==> config.mk <==
export PLATFORM = sky130hd
export DESIGN_NAME = instr_fetch_unit
export DESIGN_NICKNAME = d
export VERILOG_FILES = /design/src/rtl/instr_fetch_unit.sv
export SDC_FILE = /design/constraint.sdc
export NUM_CORES = 1
export LEC_CHECK = 0
export ABC_AREA = 0
export BUFFER_PORTS_ARGS = -buffer_cell sky130_fd_sc_hd__buf_2
export CAP_MARGIN = 20
export CORE_ASPECT_RATIO = 1.75
export CORE_UTILIZATION = 45
export CTS_BUF_LIST = sky130_fd_sc_hd__clkbuf_8
export CTS_CLUSTER_DIAMETER = 50
export CTS_CLUSTER_SIZE = 24
export DETAILED_ROUTE_END_ITERATION = 6
export PLACE_DENSITY = 0.73
export SYNTH_ARGS = -nofsm -noshare
export SYNTH_HDL_FRONTEND = slang
export SYNTH_SLANG_ARGS = --single-unit
==> constraint.sdc <==
create_clock -name clk -period 6.9 [get_ports clk]
set_input_delay 1.035 -clock clk [delete_from_list [all_inputs] [get_ports clk]]
set_output_delay 1.035 -clock clk [all_outputs]
set_load 0.02 [all_outputs]
==> src/rtl/instr_fetch_unit.sv <==
// Fetch stage: owns the PC, reads the combinational instruction memory and holds the
// fetched word in a valid/ready register toward decode. Illegal redirects halt until reset.
module instr_fetch_unit #(
  parameter logic [31:0] RESET_PC   = 32'h0000_0000,
  parameter int unsigned IMEM_BYTES = 256
) (
  input  logic        clk,
  input  logic        reset,
  output logic [31:0] imem_addr,
  input  logic [31:0] imem_rdata,
  input  logic        redirect_valid,
  input  logic [31:0] redirect_target,
  input  logic        id_ready,
  output logic        id_valid,
  output logic [31:0] id_instr,
  output logic [31:0] id_pc,
  output logic [31:0] id_pc_plus4,
  output logic        fault,
  output logic [31:0] fetch_count
);

  localparam logic [31:0] AddrMask  = 32'(IMEM_BYTES - 1);
  localparam logic [31:0] ImemLimit = 32'(IMEM_BYTES);

  typedef enum logic [1:0] {StIdle, StRun, StHalt} state_e;

  state_e      state_q;
  logic [31:0] pc_q;
  logic [31:0] pc_plus4;
  logic        slot_free;
  logic        redirect_illegal;

  assign imem_addr        = pc_q;
  assign pc_plus4         = pc_q + 32'd4;
  assign slot_free        = !id_valid || id_ready;
  assign redirect_illegal = redirect_valid &&
                            ((redirect_target[1:0] != 2'b00) || (redirect_target >= ImemLimit));

  always_ff @(posedge clk or negedge reset) begin
    if (!reset) begin
      state_q     <= StIdle;
      pc_q        <= RESET_PC;
      id_valid    <= 1'b0;
      id_instr    <= 32'h0;
      id_pc       <= 32'h0;
      id_pc_plus4 <= 32'h0;
      fault       <= 1'b0;
      fetch_count <= 32'h0;
    end else begin
      unique case (state_q)
        StIdle: state_q <= StRun;
        StRun: begin
          if (redirect_illegal) begin
            state_q  <= StHalt;
            fault    <= 1'b1;
            id_valid <= 1'b0;
          end else if (redirect_valid) begin
            // Any held instruction is squashed, even one stalled by decode.
            pc_q     <= redirect_target;
            id_valid <= 1'b0;
          end else if (slot_free) begin
            id_instr    <= imem_rdata;
            id_pc       <= pc_q;
            id_pc_plus4 <= pc_plus4;
            id_valid    <= 1'b1;
            fetch_count <= fetch_count + 32'd1;
            pc_q        <= pc_plus4 & AddrMask;
          end
        end
        StHalt: id_valid <= 1'b0;
        default: state_q <= StHalt;
      endcase
    end
  end

endmodule

# Word level (Yosys, flattened, before mapping)
# Index checks and enable logic that the tools add are counted.
# totals
out_inout_bits,162
reg_bits,164
wordCells,39
inputBits,68
# op_classes
eq_ne,4
n_lt_le_gt_ge,1
mux,8
addsub,2
n_bitwise,3
n_reduce_logical,13
# op_table
operator,count
32-bit 2-to-1 mux,2
32-bit by 1-bit adder with 32-bit output (second input constant),1
32-bit by 3-bit adder with 32-bit output (second input constant),1
32-bit by 9-bit >= comparator with 1-bit output (second input constant),1
2-bit case mux with 3 select lines,1
2-bit AND reduction,3
2-bit nonzero test,3
4-bit inequality test (second input constant),1
4-bit AND reduction,1
1-bit 2-to-1 mux,3
1-bit NOT,3
3-bit AND reduction,1
2-bit by 1-bit equality test with 1-bit output (second input constant),1
2-bit equality test (second input constant),1
2-bit logical NOT,1
1-bit logical OR,2
2-bit 2-to-1 mux,1
2-bit inequality test (second input constant),1
1-bit case mux with 2 select lines,1
1-bit logical AND,1
1-bit logical NOT,1

# Longest topological paths before layout
# Gate-level depths: netlist (run 1).
# logic_depth
ltp_word,6
depth_mapped,8
mapped_depth_nobuf,6

# Least setup slack after synthesis (run 1)
# No wires, ideal clock.
# synth_timing
kind,input to register
start,input redirect_target[11]
end,"register pc_q[3], in the netlist imem_addr[3]"
stages,4
setup_ns,0.125
required_ns,6.775
arrival_ns,2.735
setup_slack_ns,4.040
n_path_buf,0
cell_sequence,or4_4 -> or4_4 -> o21ai_4 -> mux2_4
# synth_via
elab_chain_cells,5
# synth_lines
element,line,text
start: declaration,12,"input logic [31:0] redirect_target,"
32-bit by 9-bit >= comparator with 1-bit output,37,((redirect_target[1:0] != 2'b00) || (redirect_target >= ImemLimit));
1-bit logical OR,37,
1-bit logical AND,36,assign redirect_illegal = redirect_valid &&
1-bit NOT (no line),-,
3-bit AND reduction (no line),-,
end signal: assignment,59,pc_q <= redirect_target;
end signal: assignment,67,pc_q <= pc_plus4 & AddrMask;
end: declaration,28,logic [31:0] pc_q;
# No other way between the ends.
# A chain may end at the register's enable or synchronous reset.

# Final worst setup path (run 1)
# layout_timing
start,input redirect_valid
end,"register pc_q[19], in the netlist imem_addr[19]"
# layout_via
elab_chain_cells,3
elab_cells_between_ends,5
classes_between,1 x mux; 1 x bitwise; 3 x reduce/logical
# layout_lines
element,line,text
start: declaration,11,"input logic redirect_valid,"
1-bit logical AND,36,
1-bit NOT (no line),-,
3-bit AND reduction (no line),-,
# Parallel ways exist; a longest one is shown, timed or not.

==> results of run 1 <==
[sequential cells by signal (all words and copies together) (netlist names)]
name / cells
fetch_count: 32
id_instr: 32
id_pc: 32
imem_addr: 32
id_pc_plus4: 30
state_q: 2
fault: 1
id_valid: 1
[kinds of logic (layout without fill, tap and decap cells)]
kind of cell    Yosys count  after routing  synth area share (%)
simple gates            398            398                  26.7
flops                   162            162                  56.9
compound gates           60             60                  5.44
buf+inv                  50            279                  2.93
xor+xnor                 44             44                  5.41
mux                      10             10                  1.76
fa+ha+maj                 5              5                 0.878
[where the power goes]
group          internal [W]  switching (W)  total [W]  leakage (nW)
Sequential         0.000948              0   0.000948          2.23
Clock              0.000260       0.000383   0.000643         0.179
Combinational     0.0000167      0.0000268  0.0000435          2.35
Total               0.00123       0.000410    0.00163          4.76
[stage by stage]
stage,power [W],util [%],hold WS (ns),area [um2]
5_1_grt,0.00170,57.0,0.500,8780
2_1_floorplan,0.000973,-,0.454,7130
3_5_place_dp,0.00101,54.7,0.457,8420
3_3_place_gp,0.00101,54.7,0.452,8420
4_1_cts,0.00166,57.0,0.478,8780
6_report,0.00163,57.0,0.473,8780
[path summary, 6_finish.rpt]
check	endpoint	slack [ns]	start	cells past startpoint
min in group asynchronous	id_instr[20]	0.67	reset	1
min reg2reg	id_instr[9]	0.47	id_instr[9]	2
max reg2reg	imem_addr[19]	4.04	state_q[1]	8
max	imem_addr[19]	3.94	redirect_valid	7
min	id_instr[9]	0.47	id_instr[9]	2
max in group asynchronous	fetch_count[28]	4.89	reset	2
[Yosys cell counts (all sizes together)]
cell | instances | share of area (%)
or2 | 3 | 0.26
a21oi | 2 | 0.14
and3 | 8 | 0.70
nor3b | 1 | 0.11
a21o | 1 | 0.11
o21ai | 25 | 1.9
nand4b | 3 | 0.37
clkbuf | 27 | 1.4
and2 | 22 | 1.9
nand3 | 22 | 1.7
xnor2 | 38 | 4.7
o211ai | 2 | 0.21
a31oi | 15 | 1.3
o41ai | 2 | 0.35
mux2 | 8 | 1.5
nor2 | 29 | 1.5
o31ai | 6 | 0.63
xor2 | 6 | 0.74
a211oi | 2 | 0.21
o221ai | 1 | 0.12
nor4b | 1 | 0.12
buf | 10 | 0.83
o21bai | 1 | 0.11
nand4 | 26 | 2.4
or4b | 1 | 0.14
or3 | 6 | 0.53
nor2b | 5 | 0.44
or4 | 16 | 1.9
mux2i | 2 | 0.28
a221oi | 1 | 0.12
inv | 13 | 0.68
nand2 | 224 | 12
nor4 | 11 | 0.97
nand2b | 1 | 0.088
a31o | 1 | 0.12
ha | 5 | 0.88
o22ai | 1 | 0.088
dfrtp | 162 | 57
nor3 | 11 | 0.77
and4 | 8 | 0.98
[critical path, stage by stage]
cell and delay [ns]:
sky130_fd_sc_hd__buf_2 0.19, sky130_fd_sc_hd__nand2b_1 0.25, sky130_fd_sc_hd__nor2_4 0.70, sky130_fd_sc_hd__buf_4 0.62
sky130_fd_sc_hd__a21oi_1 0.10, sky130_fd_sc_hd__buf_4 0.22, sky130_fd_sc_hd__and2_1 0.17
[per-layer routing]
metal	vias up	wire length (um)
met1	2834	7250
met4	0	561
met2	173	9730
met5	-	0
met3	31	714
li1	2893	-
[layout make-up]
cell class              count  area [um2]
repair buffers            235        1200
well taps                 186         233
inverters                  13        48.8
fillers                  1416        6610
multi-input cells         517        2890
clock buffers              17         234
clock inverters            14         124
flip-flops and latches    162        4050
[cell usage in the layout (no fill, tap or decap), types with 4 or more instances in the layout]
cell type | synthesis | routed
sky130_fd_sc_hd__inv_6 | 0 | 4
sky130_fd_sc_hd__nor4_1 | 11 | 11
sky130_fd_sc_hd__and2_1 | 22 | 22
sky130_fd_sc_hd__mux2_2 | 4 | 4
sky130_fd_sc_hd__ha_1 | 5 | 5
sky130_fd_sc_hd__nand2_1 | 224 | 224
sky130_fd_sc_hd__o31ai_1 | 6 | 6
sky130_fd_sc_hd__buf_2 | 2 | 228
sky130_fd_sc_hd__buf_4 | 5 | 6
sky130_fd_sc_hd__nand3_1 | 20 | 20
sky130_fd_sc_hd__nor2_1 | 29 | 28
sky130_fd_sc_hd__and3_1 | 8 | 8
sky130_fd_sc_hd__mux2_4 | 4 | 4
sky130_fd_sc_hd__inv_1 | 13 | 13
sky130_fd_sc_hd__o21ai_0 | 23 | 23
sky130_fd_sc_hd__nor3_1 | 11 | 10
sky130_fd_sc_hd__clkbuf_8 | 0 | 17
sky130_fd_sc_hd__and4_1 | 8 | 8
sky130_fd_sc_hd__nor2b_1 | 5 | 5
sky130_fd_sc_hd__xnor2_1 | 38 | 38
sky130_fd_sc_hd__xor2_1 | 6 | 6
sky130_fd_sc_hd__or4_4 | 4 | 4
sky130_fd_sc_hd__or3_1 | 6 | 6
sky130_fd_sc_hd__clkinv_4 | 0 | 4
sky130_fd_sc_hd__or4_1 | 12 | 12
sky130_fd_sc_hd__nand4_1 | 25 | 25
sky130_fd_sc_hd__a31oi_1 | 15 | 15
sky130_fd_sc_hd__dfrtp_1 | 162 | 162
==> impl_metrics.yaml, run 1 <==
clocking:
  max-clock-path-buffers: 2
  postCtsSetupRepairBufs: 0
  clkSlewWorstSetupHoldPaths_ns: 0.09
  cts_tree: "yes"
  htree_num_levels: 4
  worstSkewPairLatency_ns: 0.45
  cts.hold.buffers_added: 0
  post_cts_resized: 0
  cts_inserted_buffers: 17
  numClockSinks: 162
  clk_root_buffer_cell: "sky130_fd_sc_hd__clkbuf_8"
place:
  dpl.cell_count: 1113
  pre_cts_slack_ns: 3.42
  dp_hpwl_mm: 13.0
  buffer_ports.inserted: 229
  globalplace.congestion: 0.793
sta:
  finalWorstSetupSlack_ns: 3.94
  clock.fmax_ghz: 0.338
  finalWorstPathRequiredPeriod_ns: 2.96
  totalNegativeSetupSlack_ns: 0
  grt_setup_unrepaired: "no"
  fin_crit_sh_pct: 42.9
  hold_viol_final: 0
  tightestPinTransition_ns: 1.08
  final-max-slew-violation-count: 0
  timing.max_slew.rel_slack_pct: 27.5
  setup_viol: 0
  worst_clock_skew_ns: 0.0205
floorplanning:
  core_area_mm2: 0.0154
  dieArea_mm2: 0.0164
  num_io_pins: 230
  dieHeight_um: 168
  die_width_um: 97.1
  initial_core_util_pct: 46.3
  standard_cell_row_count: 60
drt:
  final_antenna_net_count: 0
  total_vias_in_the_final_route: 5931
  routed_via_density: 5.18
  drc_errors: 0
  route.detailed.wl_per_inst_um: 16.0
  detail_route.iter0.violations: 195
  route.final.wire_length_mm: 18.3
  detail_route.first_pass.iterations: 4
grt:
  globalRouteMet1Util_pct: 26.9
  grt_first_pass_wirelength_mm: 29.9
  grt_pass1_vias: 5858
  grt_start_max_net_pins: 101
  grt_busiest_layer: "met2"
  globalRouteMet3Util_pct: 4.05
  grtUsageMet2_pct: 40.8
  global_route.usage.total_pct: 22.9
  leftover_overflow_at_the_end_of_global_routing: 0
  grt_antenna_before_repair: 0
synth:
  synthCells: 729
  syn_avg_cell_area_um2: 9.77
  seq_area_frac_synth_pct: 56.9
  yosys.cell_types.count: 49
  postSynthRegisterBits: 162
  syn_nets: 802
  combined_area_of_all_synthesized_cells_mm2: 0.00713
  synth_warnings: 0
critical_path:
  required_ns: 7.24
  startpoint_type: "primary input"
  critical_path.endpoint_type: "flop"
  critPathKind: "primary input to flop"
  worst-endpoint-arrival_ns: 3.30
  worstPathMaxFanout: 57
outcome:
  outcome: "finished clean"
power:
  power_density_mw_per_mm2: 186
  p_leak_nw: 4.76
  ir_drop_v: 0.000101
run:
  cap_viol_max_count: 0
finish:
  final_cells: 1144
  n_antenna_cell: 0
  layout.nets: 1019
  layout_cells_sized_above_1_pct: 30.4
  flow.area_growth_from_synthesis_pct: 23.2
worst_hold_path:
  hold_class: "flop to flop"
Power figures use the tool's default switching activity.
==> run 2: changes to the inputs <==
Settings changed: PLACE_DENSITY 0.73 to 0.76.
Clock period 6.9 ns to 2.6 ns, I/O delays scaled along.
==> run 2 against run 1 <==
Power rose to 2.7 times the previous value. Non-clock buffer count up 19. Clock skew down 0.0042 ns. Combinational power rose to 2.9 times the previous value. Largest cell class unchanged. Highest routed layer unchanged.
==> impl_metrics.yaml, run 2 (synthesis gave the netlist of run 1 again) <==
sta:
  fin_crit_sh_pct: 86.9
  finalWorstPathRequiredPeriod_ns: 2.26
  setup_viol: 0
  timing.hold.ws_ns: 0.129
  worst_clock_skew_ns: 0.0164
  final-max-slew-violation-count: 0
  hold_viol_final: 0
  timing.max_slew.rel_slack_pct: 50.4
  grt_setup_unrepaired: "no"
  clock.fmax_ghz: 0.442
  finalWorstSetupSlack_ns: 0.340
  totalNegativeSetupSlack_ns: 0
  tightestPinTransition_ns: 0.741
outcome:
  outcome: "finished clean"
drt:
  final_antenna_net_count: 0
  route.detailed.wl_per_inst_um: 16.3
  total_vias_in_the_final_route: 6087
  detail_route.first_pass.iterations: 5
  detail_route.iter0.violations: 240
  route.final.wire_length_mm: 19.1
  drc_errors: 0
  routed_via_density: 5.22
critical_path:
  timing.critical_path.slowest_cell_delay_ns: 0.69
  slowest_stage: "sky130_fd_sc_hd__or4_1"
  startpoint_type: "flop"
  required_ns: 2.97
  critical_path.endpoint_type: "flop"
  worstPathCellList: "ha_1 -> nand2_1 -> or4_1 -> or4_1 -> a31oi_1"
  crit_path_frequent_cell: "sky130_fd_sc_hd__or4_1"
  cp.buffers_inverters: 0
  worstPathMaxFanout: 10
  critPathKind: "flop to flop"
  largest_delay_share_family_worst_path: "simple AND/OR/NAND/NOR gates"
  worst-endpoint-arrival_ns: 2.63
clocking:
  cts_tree: "yes"
  worstSkewPairLatency_ns: 0.45
  cts_inserted_buffers: 17
  post_cts_resized: 0
  numClockSinks: 162
  htree_num_levels: 4
  clk_root_buffer_cell: "sky130_fd_sc_hd__clkbuf_8"
  clkSlewWorstSetupHoldPaths_ns: 0.09
  max-clock-path-buffers: 2
floorplanning:
  num_io_pins: 230
  die_width_um: 97.1
  core_area_mm2: 0.0154
  initial_core_util_pct: 46.3
  dieArea_mm2: 0.0164
  dieHeight_um: 168
  standard_cell_row_count: 60
finish:
  final_cell_mix: "sky130_fd_sc_hd__buf_2 (228), sky130_fd_sc_hd__nand2_1 (224), sky130_fd_sc_hd__dfrtp_1 (162), sky130_fd_sc_hd__xnor2_1 (38), sky130_fd_sc_hd__nor2_1 (28)"
  final_cells: 1167
  layout.nets: 1038
  flow.area_growth_from_synthesis_pct: 26.0
  layout_cells_sized_above_1_pct: 31.6
  final_common_cell: "sky130_fd_sc_hd__buf_2"
  final_design_area_no_fill_mm2: 0.00897
place:
  detailed_place.area_mm2: 0.00858
  dp_hpwl_mm: 14.1
  pre_cts_slack_ns: 0.257
  dpl.cell_count: 1131
  buffer_ports.inserted: 229
  globalplace.congestion: 0.825
power:
  p_leak_nw: 4.87
  power_density_mw_per_mm2: 493
  ir_drop_v: 0.000321
grt:
  grt_start_max_net_pins: 67
  grt_antenna_before_repair: 2
  global_route.usage.total_pct: 23.5
  grt_first_pass_wirelength_mm: 30.4
  leftover_overflow_at_the_end_of_global_routing: 0
  grt_pass1_vias: 5901
worst_hold_path:
  hold_class: "primary input to flop"
run:
  cap_viol_max_count: 0
==> run 2: path summary, 6_finish.rpt <==
path | from | end | slack (ns) | cells after the start
min | imem_rdata[0] | id_instr[0] | 0.13 | 3
max | imem_addr[2] | id_pc_plus4[26] | 0.34 | 5
max in group asynchronous | reset | imem_addr[2] | 1.37 | 3
min reg2reg | id_instr[18] | id_instr[18] | 0.47 | 2
min in group asynchronous | reset | id_pc[2] | 0.49 | 2
max reg2reg | imem_addr[2] | id_pc_plus4[26] | 0.34 | 5
==> run 2: layout make-up <==
| cell class | count | area (um2) |
|---|---|---|
| well taps | 186 | 233 |
| repair buffers | 254 | 1370 |
| inverters | 13 | 48.8 |
| multi-input cells | 517 | 2890 |
| diodes | 3 | 7.51 |
| flip-flops and latches | 162 | 4050 |
| clock inverters | 14 | 130 |
| fillers | 1403 | 6410 |
| clock buffers | 18 | 248 |
==> run 2: what timing repair did <==
| action | 4_1_cts | 5_1_grt |
|---|---|---|
| hold endpoints to repair | 62 | 0 |
| hold buffers | 1 | 0 |
| setup buffers | 0 | 0 |
==> run 2: routing by layer <==
metal / wire length (um) / vias up / global-route usage [%]
met3: 894 / 36 / 3.59
li1: - / 2936 / -
met2: 10400 / 201 / 42.5
met4: 594 / 0 / 11.2
met1: 7210 / 2914 / 26.9
met5: 0 / - / 0
==> run 2: where the power goes <==
group | switching, W | internal [W]
sequential | 0 | 0.00252
clock | 0.000989 | 0.000795
combinational | 0.0000747 | 0.0000504
==> run 2: worst reg2reg max path: stages, from the launching register on <==
cell and delay, ns:
sky130_fd_sc_hd__dfrtp_1 0.35, sky130_fd_sc_hd__ha_1 0.30, sky130_fd_sc_hd__nand2_1 0.14, sky130_fd_sc_hd__or4_1 0.69
sky130_fd_sc_hd__or4_1 0.55, sky130_fd_sc_hd__a31oi_1 0.17
==> run 2: stage by stage <==
| step | total power, W | util, % |
|---|---|---|
| after floorplan | 0.00258 | - |
| after global placement | 0.00269 | 55.7 |
| after detailed placement | 0.00269 | 55.7 |
| after CTS | 0.00448 | 58.3 |
| after global routing | 0.00459 | 58.3 |
| final | 0.00443 | 58.3 |
